### config.mk
export PLATFORM = sky130hd
export DESIGN_NAME = mask_feature_extractor
export DESIGN_NICKNAME = d
export VERILOG_FILES = /design/src/rtl/mask_feature_extractor_pkg.sv /design/src/rtl/row_span_popcount.sv /design/src/rtl/mask_feature_extractor.sv
export SDC_FILE = /design/constraint.sdc
export NUM_CORES = 1
export LEC_CHECK = 0
export CAP_MARGIN = 5
export CORE_ASPECT_RATIO = 1.1
export CORE_UTILIZATION = 50
export DETAILED_ROUTE_END_ITERATION = 16
export GPL_TIMING_DRIVEN = 0
export PLACE_DENSITY = 0.73
export SLEW_MARGIN = 0
export SYNTH_ARGS = -nofsm -noshare
export SYNTH_HDL_FRONTEND = slang
export SYNTH_SLANG_ARGS = --single-unit
### constraint.sdc
create_clock -name clk -period 3.28 [get_ports clk]
set_input_delay 0.656 -clock clk [delete_from_list [all_inputs] [get_ports clk]]
set_output_delay 0.656 -clock clk [all_outputs]
set_load 0.005 [all_outputs]
### src/rtl/mask_feature_extractor_pkg.sv
// rtl/mask_feature_extractor_pkg.sv - shared frame geometry, state encoding and feature record type
package mask_feature_extractor_pkg;

  localparam int LENGTH = 64;
  localparam int WIDTH  = 64;
  localparam int CNT_W  = $clog2(LENGTH * WIDTH + 1);
  localparam int ROW_W  = $clog2(LENGTH);
  localparam int COL_W  = $clog2(WIDTH);

  typedef enum logic [1:0] {
    ST_IDLE,
    ST_ACCUM,
    ST_HOLD
  } state_t;

  typedef struct packed {
    logic [CNT_W-1:0] count;
    logic [ROW_W-1:0] min_row;
    logic [ROW_W-1:0] max_row;
    logic [COL_W-1:0] min_col;
    logic [COL_W-1:0] max_col;
    logic             empty;
  } feat_t;

endpackage

### src/rtl/row_span_popcount.sv
// rtl/row_span_popcount.sv - popcount and lowest/highest set-bit index of one mask row
module row_span_popcount #(
  parameter int WIDTH = 64,
  parameter int PC_W  = $clog2(WIDTH + 1),
  parameter int IDX_W = $clog2(WIDTH)
) (
  input  logic [WIDTH-1:0] row,
  output logic [PC_W-1:0]  popcount,
  output logic [IDX_W-1:0] first,
  output logic [IDX_W-1:0] last,
  output logic             any
);

  always_comb begin
    popcount = '0;
    first    = '0;
    last     = '0;
    // Descending scan leaves the lowest set index in first; ascending leaves the highest in last.
    for (int j = WIDTH - 1; j >= 0; j--) begin
      if (row[j]) first = IDX_W'(j);
    end
    for (int j = 0; j < WIDTH; j++) begin
      if (row[j]) last = IDX_W'(j);
      popcount = popcount + PC_W'(row[j]);
    end
    any = |row;
  end

endmodule

### src/rtl/mask_feature_extractor.sv
// rtl/mask_feature_extractor.sv - accumulates per-frame pixel count and bounding box of a binary mask
module mask_feature_extractor #(
  parameter int LENGTH = mask_feature_extractor_pkg::LENGTH,
  parameter int WIDTH  = mask_feature_extractor_pkg::WIDTH,
  parameter int CNT_W  = $clog2(LENGTH * WIDTH + 1),
  parameter int ROW_W  = $clog2(LENGTH),
  parameter int COL_W  = $clog2(WIDTH)
) (
  input  logic             clk,
  input  logic             rst_n,
  input  logic             row_valid,
  output logic             row_ready,
  input  logic             row_sof,
  input  logic [WIDTH-1:0] row_data,
  output logic             feat_valid,
  input  logic             feat_ready,
  output logic [CNT_W-1:0] feat_count,
  output logic [ROW_W-1:0] feat_min_row,
  output logic [ROW_W-1:0] feat_max_row,
  output logic [COL_W-1:0] feat_min_col,
  output logic [COL_W-1:0] feat_max_col,
  output logic             feat_empty,
  output logic             sync_err
);
  import mask_feature_extractor_pkg::*;

  localparam int PC_W = $clog2(WIDTH + 1);
  localparam logic [ROW_W-1:0] ROW_LAST = ROW_W'(LENGTH - 1);
  localparam logic [COL_W-1:0] COL_LAST = COL_W'(WIDTH - 1);

  state_t           state_q, state_n;
  logic [ROW_W-1:0] row_cnt_q, row_cnt_n;
  logic [CNT_W-1:0] count_q, count_n;
  logic [ROW_W-1:0] min_row_q, min_row_n, max_row_q, max_row_n;
  logic [COL_W-1:0] min_col_q, min_col_n, max_col_q, max_col_n;
  logic             seen_q, seen_n;
  logic             err_n, load, clear;

  logic [CNT_W-1:0] f_count_q;
  logic [ROW_W-1:0] f_min_row_q, f_max_row_q;
  logic [COL_W-1:0] f_min_col_q, f_max_col_q;
  logic             f_empty_q, sync_err_q;

  logic [PC_W-1:0]  pc;
  logic [COL_W-1:0] first, last;
  logic             any;

  logic             accept, proc, restart;
  logic [ROW_W-1:0] idx;
  logic [CNT_W-1:0] b_count;
  logic [ROW_W-1:0] b_min_row, b_max_row;
  logic [COL_W-1:0] b_min_col, b_max_col;
  logic             b_seen;

  row_span_popcount #(
    .WIDTH (WIDTH),
    .PC_W  (PC_W),
    .IDX_W (COL_W)
  ) u_span (
    .row      (row_data),
    .popcount (pc),
    .first    (first),
    .last     (last),
    .any      (any)
  );

  assign row_ready = (state_q != ST_HOLD);
  assign accept    = row_valid && row_ready;

  always_comb begin
    state_n   = state_q;
    row_cnt_n = row_cnt_q;
    count_n   = count_q;
    min_row_n = min_row_q;
    max_row_n = max_row_q;
    min_col_n = min_col_q;
    max_col_n = max_col_q;
    seen_n    = seen_q;
    err_n     = 1'b0;
    load      = 1'b0;
    clear     = 1'b0;
    proc      = 1'b0;
    restart   = 1'b0;
    idx       = row_cnt_q;

    unique case (state_q)
      ST_IDLE: begin
        if (accept) begin
          if (row_sof) begin
            proc    = 1'b1;
            restart = 1'b1;
            idx     = '0;
          end else begin
            err_n = 1'b1;
          end
        end
      end
      ST_ACCUM: begin
        if (accept) begin
          proc = 1'b1;
          if (row_sof && (row_cnt_q != '0)) begin
            err_n   = 1'b1;
            restart = 1'b1;
            idx     = '0;
          end
        end
      end
      ST_HOLD: begin
        if (feat_ready) begin
          state_n = ST_IDLE;
          clear   = 1'b1;
        end
      end
      default: state_n = ST_IDLE;
    endcase

    // A restart folds the new row into freshly cleared accumulators in the same cycle.
    b_count   = restart ? '0       : count_q;
    b_min_row = restart ? ROW_LAST : min_row_q;
    b_max_row = restart ? '0       : max_row_q;
    b_min_col = restart ? COL_LAST : min_col_q;
    b_max_col = restart ? '0       : max_col_q;
    b_seen    = restart ? 1'b0     : seen_q;

    if (proc) begin
      count_n   = b_count + CNT_W'(pc);
      min_row_n = b_min_row;
      max_row_n = b_max_row;
      min_col_n = b_min_col;
      max_col_n = b_max_col;
      seen_n    = b_seen;
      if (any) begin
        if (idx < b_min_row) min_row_n = idx;
        max_row_n = idx;
        if (first < b_min_col) min_col_n = first;
        if (last > b_max_col)  max_col_n = last;
        seen_n = 1'b1;
      end
      if (idx == ROW_LAST) begin
        state_n   = ST_HOLD;
        row_cnt_n = '0;
        load      = 1'b1;
      end else begin
        state_n   = ST_ACCUM;
        row_cnt_n = idx + ROW_W'(1);
      end
    end

    if (clear) begin
      row_cnt_n = '0;
      count_n   = '0;
      min_row_n = ROW_LAST;
      max_row_n = '0;
      min_col_n = COL_LAST;
      max_col_n = '0;
      seen_n    = 1'b0;
    end
  end

  always_ff @(posedge clk or negedge rst_n) begin
    if (!rst_n) begin
      state_q     <= ST_IDLE;
      row_cnt_q   <= '0;
      count_q     <= '0;
      min_row_q   <= ROW_LAST;
      max_row_q   <= '0;
      min_col_q   <= COL_LAST;
      max_col_q   <= '0;
      seen_q      <= 1'b0;
      f_count_q   <= '0;
      f_min_row_q <= '0;
      f_max_row_q <= '0;
      f_min_col_q <= '0;
      f_max_col_q <= '0;
      f_empty_q   <= 1'b0;
      sync_err_q  <= 1'b0;
    end else begin
      state_q    <= state_n;
      row_cnt_q  <= row_cnt_n;
      count_q    <= count_n;
      min_row_q  <= min_row_n;
      max_row_q  <= max_row_n;
      min_col_q  <= min_col_n;
      max_col_q  <= max_col_n;
      seen_q     <= seen_n;
      sync_err_q <= err_n;
      if (load) begin
        f_count_q   <= count_n;
        f_empty_q   <= !seen_n;
        f_min_row_q <= seen_n ? min_row_n : '0;
        f_max_row_q <= seen_n ? max_row_n : '0;
        f_min_col_q <= seen_n ? min_col_n : '0;
        f_max_col_q <= seen_n ? max_col_n : '0;
      end else if (clear) begin
        f_count_q   <= '0;
        f_empty_q   <= 1'b0;
        f_min_row_q <= '0;
        f_max_row_q <= '0;
        f_min_col_q <= '0;
        f_max_col_q <= '0;
      end
    end
  end

  assign feat_valid   = (state_q == ST_HOLD);
  assign feat_count   = f_count_q;
  assign feat_min_row = f_min_row_q;
  assign feat_max_row = f_max_row_q;
  assign feat_min_col = f_min_col_q;
  assign feat_max_col = f_max_col_q;
  assign feat_empty   = f_empty_q;
  assign sync_err     = sync_err_q;

endmodule

Yosys cells after proc, flatten, opt, wreduce, memory -nomap -nowiden. Index checks and enable logic that the tools add are counted.

Mux-type cells: 192. $add $sub $neg: 65. Equality and inequality tests: 6. Order comparisons: 3. Reduce and logical (&&, ||, !) cells: 10.

Operator list (number): 2-to-1 mux 6 bit (131); adder 7 x 1 -> 7 bit (62); 2-to-1 mux 5 bit (16); 2-to-1 mux 13 bit (5); OR reduction 64 bit (1); 2-to-1 mux 4 bit (8); 2-to-1 mux 1 bit (18); adder 13 x 7 -> 13 bit (1); less-than comparator 6 bit (2); 2-to-1 mux 3 bit (4); case mux 6 bit (2 select lines) (1); 2-to-1 mux 2 bit (5); adder 6 x 1 -> 6 bit (second input constant) (1); == test 6 bit (second input constant) (1); greater-than comparator 6 bit (1); case mux 1 bit (2 select lines) (3); nonzero test 6 bit (1); case mux 2 bit (2 select lines) (1); nonzero test 2 bit (2); inequality test 3 x 1 -> 1 bit (second input constant) (1); adder 1 x 1 -> 2 bit (1); == test 2 x 1 -> 1 bit (second input constant) (1); == test 2 bit (second input constant) (1); logical AND 1 bit (2); 6 further kinds (6).

Bits in registers: 85. Word-level logic and storage cells: 291.

Logic depth before layout (Yosys ltp).
Word-level depth: 71. Gate-level depth with buffers: 28.

By module. From an unflattened synthesis, not the netlist that was laid out.

Cells, all modules: 867. Area, all modules: 7552.2 µm².

By module, submodules not included: mask_feature_extractor (instances 1, cells an instance 471, area each 4539.4 µm², seq. area each 2142.1 µm²); row_span_popcount (instances 1, cells an instance 396, area each 3012.9 µm², seq. area each 0.0 µm²).

Worst setup path after synthesis. No wires, ideal clock.

Path type: input -> register. From: in row_data[54]. To: reg f_count_q[12], in the netlist feat_count[12]. Required time: 3.160 ns. Path buffers: 0. Slack: -4.051 ns. Cell stages on the path: 25. Arrival time: 7.211 ns. Cell sequence: fa_1 inv_1 fa_1 inv_1 fa_1 inv_1 fa_1 inv_1 fa_1 inv_1 fa_1 fa_1 fa_1 fa_1 fa_1 inv_1 fa_1 a21o_1 a21oi_1 nand2b_1 a21oi_1 nand4_1 xor2_1 nor3_1 a31o_2.

Cells in the longest elaborated chain, start to end: 14.

RTL lines: start: declaration (line mask_feature_extractor.sv:14) `input logic [WIDTH-1:0] row_data,`; adder 7 x 1 -> 7 bit (10 in a row) (line row_span_popcount.sv:24) `popcount = popcount + PC_W'(row[j]);`; adder 13 x 7 -> 13 bit (line mask_feature_extractor.sv:126) `count_n = b_count + CNT_W'(pc);`; 2-to-1 mux 13 bit (line mask_feature_extractor.sv:125) `if (proc) begin`; 2-to-1 mux 13 bit (line mask_feature_extractor.sv:149) `if (clear) begin`; 2-to-1 mux 13 bit (line mask_feature_extractor.sv:187) `if (load) begin`; end signal: assignment (line mask_feature_extractor.sv:188) `f_count_q <= count_n;`; end: declaration (line mask_feature_extractor.sv:39) `logic [CNT_W-1:0] f_count_q;`.

No other way between the ends. A chain may end at the register's enable or synchronous reset.

Worst setup path in the final report.
From: in row_data[1]. To: reg f_count_q[12], in the netlist feat_count[12].

Cells in the longest elaborated chain, start to end: 67.

RTL lines (line): adder 1 x 1 -> 2 bit (row_span_popcount.sv:24); adder 7 x 1 -> 7 bit (62 in a row) (row_span_popcount.sv:24); adder 13 x 7 -> 13 bit (mask_feature_extractor.sv:126); 2-to-1 mux 13 bit (mask_feature_extractor.sv:125); 2-to-1 mux 13 bit (mask_feature_extractor.sv:149); 2-to-1 mux 13 bit (mask_feature_extractor.sv:187).

No other way between the ends.

==> impl_results.md <==
* Routability cong. at 0.961
* Post-synthesis cell type count at 67
* Slew margin rel. at 0.351
* DIE AREA at 0.0153 mm2
* Synth Net Count at 1013
* Post-route ant nets at 0
* Worst slew pin tran at 0.971 ns
* Initial antenna violation count at 0
* Dominant cell type by area after synthesis: dfrtp_1
* Setup tns final at -112.29 ns
* Seq. cell area at 0.00214 mm2
* Via count at 7039
* Port Buf Inserts at ~110
* Nets at 1164
* Critical path class: input pin to flip-flop
* Yosys warns at 0
* FF-to-FF setup slack at -0.52 ns
* DR vias/cell at 5.89
* Fin util at 0.671
* Worst-Skew Late Latency at 0.34 ns
* Worst Clk Skew at 0.0110 ns
* TritonCTS buffer count at 9
* Tot GR Track Use at 0.287
* Starting Density at 0.513
* Drt wl/cell at 17.9 um
* Share of cells above drive strength 1 at 0.196
* Fmax at 135 MHz
* Startpoint types: input pin
* Multi-input combinational cell area at ~0.0052 mm2
* Syn_area_per_cell at 8.74 um2
* Final min period at 7.39 ns
* Failing checks: negative setup slack
* Top-area cell type share of the netlist area at 0.247
* CTS tree: yes
* Grt ovf at 0
* Critical Path RT at 3.52 ns
* Chip Width at 118 um
* Synth Register Bits at between 80 and 90
* Htree depth at 3
* Commonest non-fill, non-tap cell in the layout: inv_1
* Vias in the first global route at between 6k and 7k
* Async set or reset register ratio after synthesis at 1.00
* RSZ-0062 raised after global routing: true
* Buffers from clock root to sink, at most at 2
* Data arrival, critical path at 7.63 ns
* First-pass DRT Iterations at 5
* DRC Markers at 0
* Clk root buf: clkbuf_16
* Max Slew Vio Count at 0
* Initial drt markers at 554
* Area delta synth->final at 30.9%
* Final Hold Vio Count at 0
* Detailed Place HPWL at roughly 16 mm
* Maxcap violations at 0
* Worst setup margin at -4.11 ns
* Status: finished, violations left
* Largest net degree at the start of global routing at 52
* Clock Pin Slew Worst Setup and Hold Paths at 0.07 ns
* Critical Path Sink Type: flip-flop
* Main synth FF type: dfrtp_1
* Synth Cell Area at 0.00741 mm2
* Fill cells at roughly 1.2k
* Fin crit share at 2.25
* Crit path max fanout at 4
* Row count at 46
* Worst Hold Class: input pin to async pin
* Synth top area cells: dfrtp_1, fa_1, ha_1, inv_1, dfstp_2
* Top-level I/O count at 110
* First-pass GRT wire length at about 34 mm
* Most frequent cells in the layout: inv_1, nand2_1, nor2_1, dfrtp_1, clkdlybuf4s50_1
* Share of the yosys chip area belonging to registers at 0.289
* Clock sink total at 85
* WL final at ~21 mm
* Final setup viols at just over 60
* Diodes inserted at 0
* Number of synthesized flops with an enable pin at 0
* Gate Count Post-Synth at 848
* Core outline area at approximately 0.014 mm2
* Chip Height at roughly 130 um
## cells by family (layout without fill, tap and decap cells)
group | Yosys count | count (layout) | synth area share
mux | 5 | 5 | 0.00692
buf+inv | 129 | 285 | 0.0677
flops | 85 | 85 | 0.289
simple gates | 300 | 300 | 0.205
fa+ha+maj | 96 | 96 | 0.218
compound gates | 218 | 218 | 0.196
xor+xnor | 15 | 15 | 0.0177
## layer usage
| layer | GRT usage | part of all wire | vias up | wire length, um |
|---|---|---|---|---|
| li1 | - | - | 3288 | - |
| met1 | 0.365 | 0.41 | 3413 | 8790 |
| met2 | 0.483 | 0.49 | 281 | 10600 |
| met3 | 0.0462 | 0.061 | 57 | 1300 |
| met4 | 0.137 | 0.037 | 0 | 788 |
| met5 | 0 | 0 | - | 0 |
## cell usage after synthesis, types with 4 or more instances
master	number
o22ai_1	4
nor4_2	5
nor4_1	14
nand3_1	19
clkbuf_1	16
dfrtp_1	73
or4_1	8
xor2_1	9
a22oi_1	11
nor2_1	80
and2_1	13
nor2b_1	9
mux2i_1	4
a21oi_1	50
nor3_1	19
or3_1	5
a21o_1	11
o21ai_0	59
o211ai_1	10
o31ai_1	10
xnor2_1	6
a211oi_1	6
a2111oi_0	7
nand4_1	13
a22o_1	15
dfstp_2	12
ha_1	41
fa_1	55
nand2_1	78
nand2b_1	19
and3_1	5
inv_1	108
## timing repair
| item | 4_1_cts | 5_1_grt |
|---|---|---|
| setup endpoints to repair | 74 | 74 |
| buffers inserted | 27 | 9 |
| gates resized for setup | 131 | 92 |
| hold buffers | 0 | 0 |
| pin swaps | 45 | 55 |
## worst max-delay path: stages
cell,delay [ns]
buf_8,0.08
inv_6,0.03
ha_4,0.25
inv_2,0.03
fa_1,0.46
fa_2,0.59
fa_2,0.45
fa_2,0.54
fa_2,0.46
fa_2,0.55
fa_2,0.44
fa_1,0.47
fa_2,0.41
fa_2,0.59
inv_2,0.05
fa_2,0.36
a21o_1,0.20
a21oi_2,0.15
nand2b_4,0.16
a21oi_4,0.08
nand4_1,0.10
xor2_1,0.20
nor3_1,0.08
a31o_2,0.22
## through the flow
stage                     hold WS, ns  instances  setup WS [ns]  instance area (um2)
after floorplan                 0.360        848          -3.90                 7530
after global placement          0.457       1146          -4.91                 8830
after detailed placement        0.458       1147          -4.96                 8860
after CTS                       0.274       1189          -4.19                 9580
after global routing            0.291       1196          -4.23                 9700
final                           0.267       1196          -4.11                 9700
## cell type report
type	count	area share
Clock buffer	9	0.0232
Multi-Input combinational cell	634	0.539
Timing Repair Buffer	140	0.127
Tap cell	192	0.0248
Sequential cell	85	0.221
Buffer	21	0.0129
Clock inverter	7	0.00955
Inverter	108	0.0426
## path summary, 6_finish.rpt
| check | start | end | cells after the start |
|---|---|---|---|
| max | row_data[1] | feat_count[12] | 24 |
| min | rst_n | feat_min_col[4] | 1 |
| max reg2reg | row_cnt_q[2] | feat_max_col[3] | 15 |
| min reg2reg | state_q[1] | state_q[0] | 1 |
| max in group asynchronous | rst_n | min_row_q[0] | 2 |
| min in group clk | state_q[1] | state_q[0] | 1 |
Power is left out: the tool's default activity adds up to more than one toggle a clock period on the data nets, which glitch-free logic cannot reach.
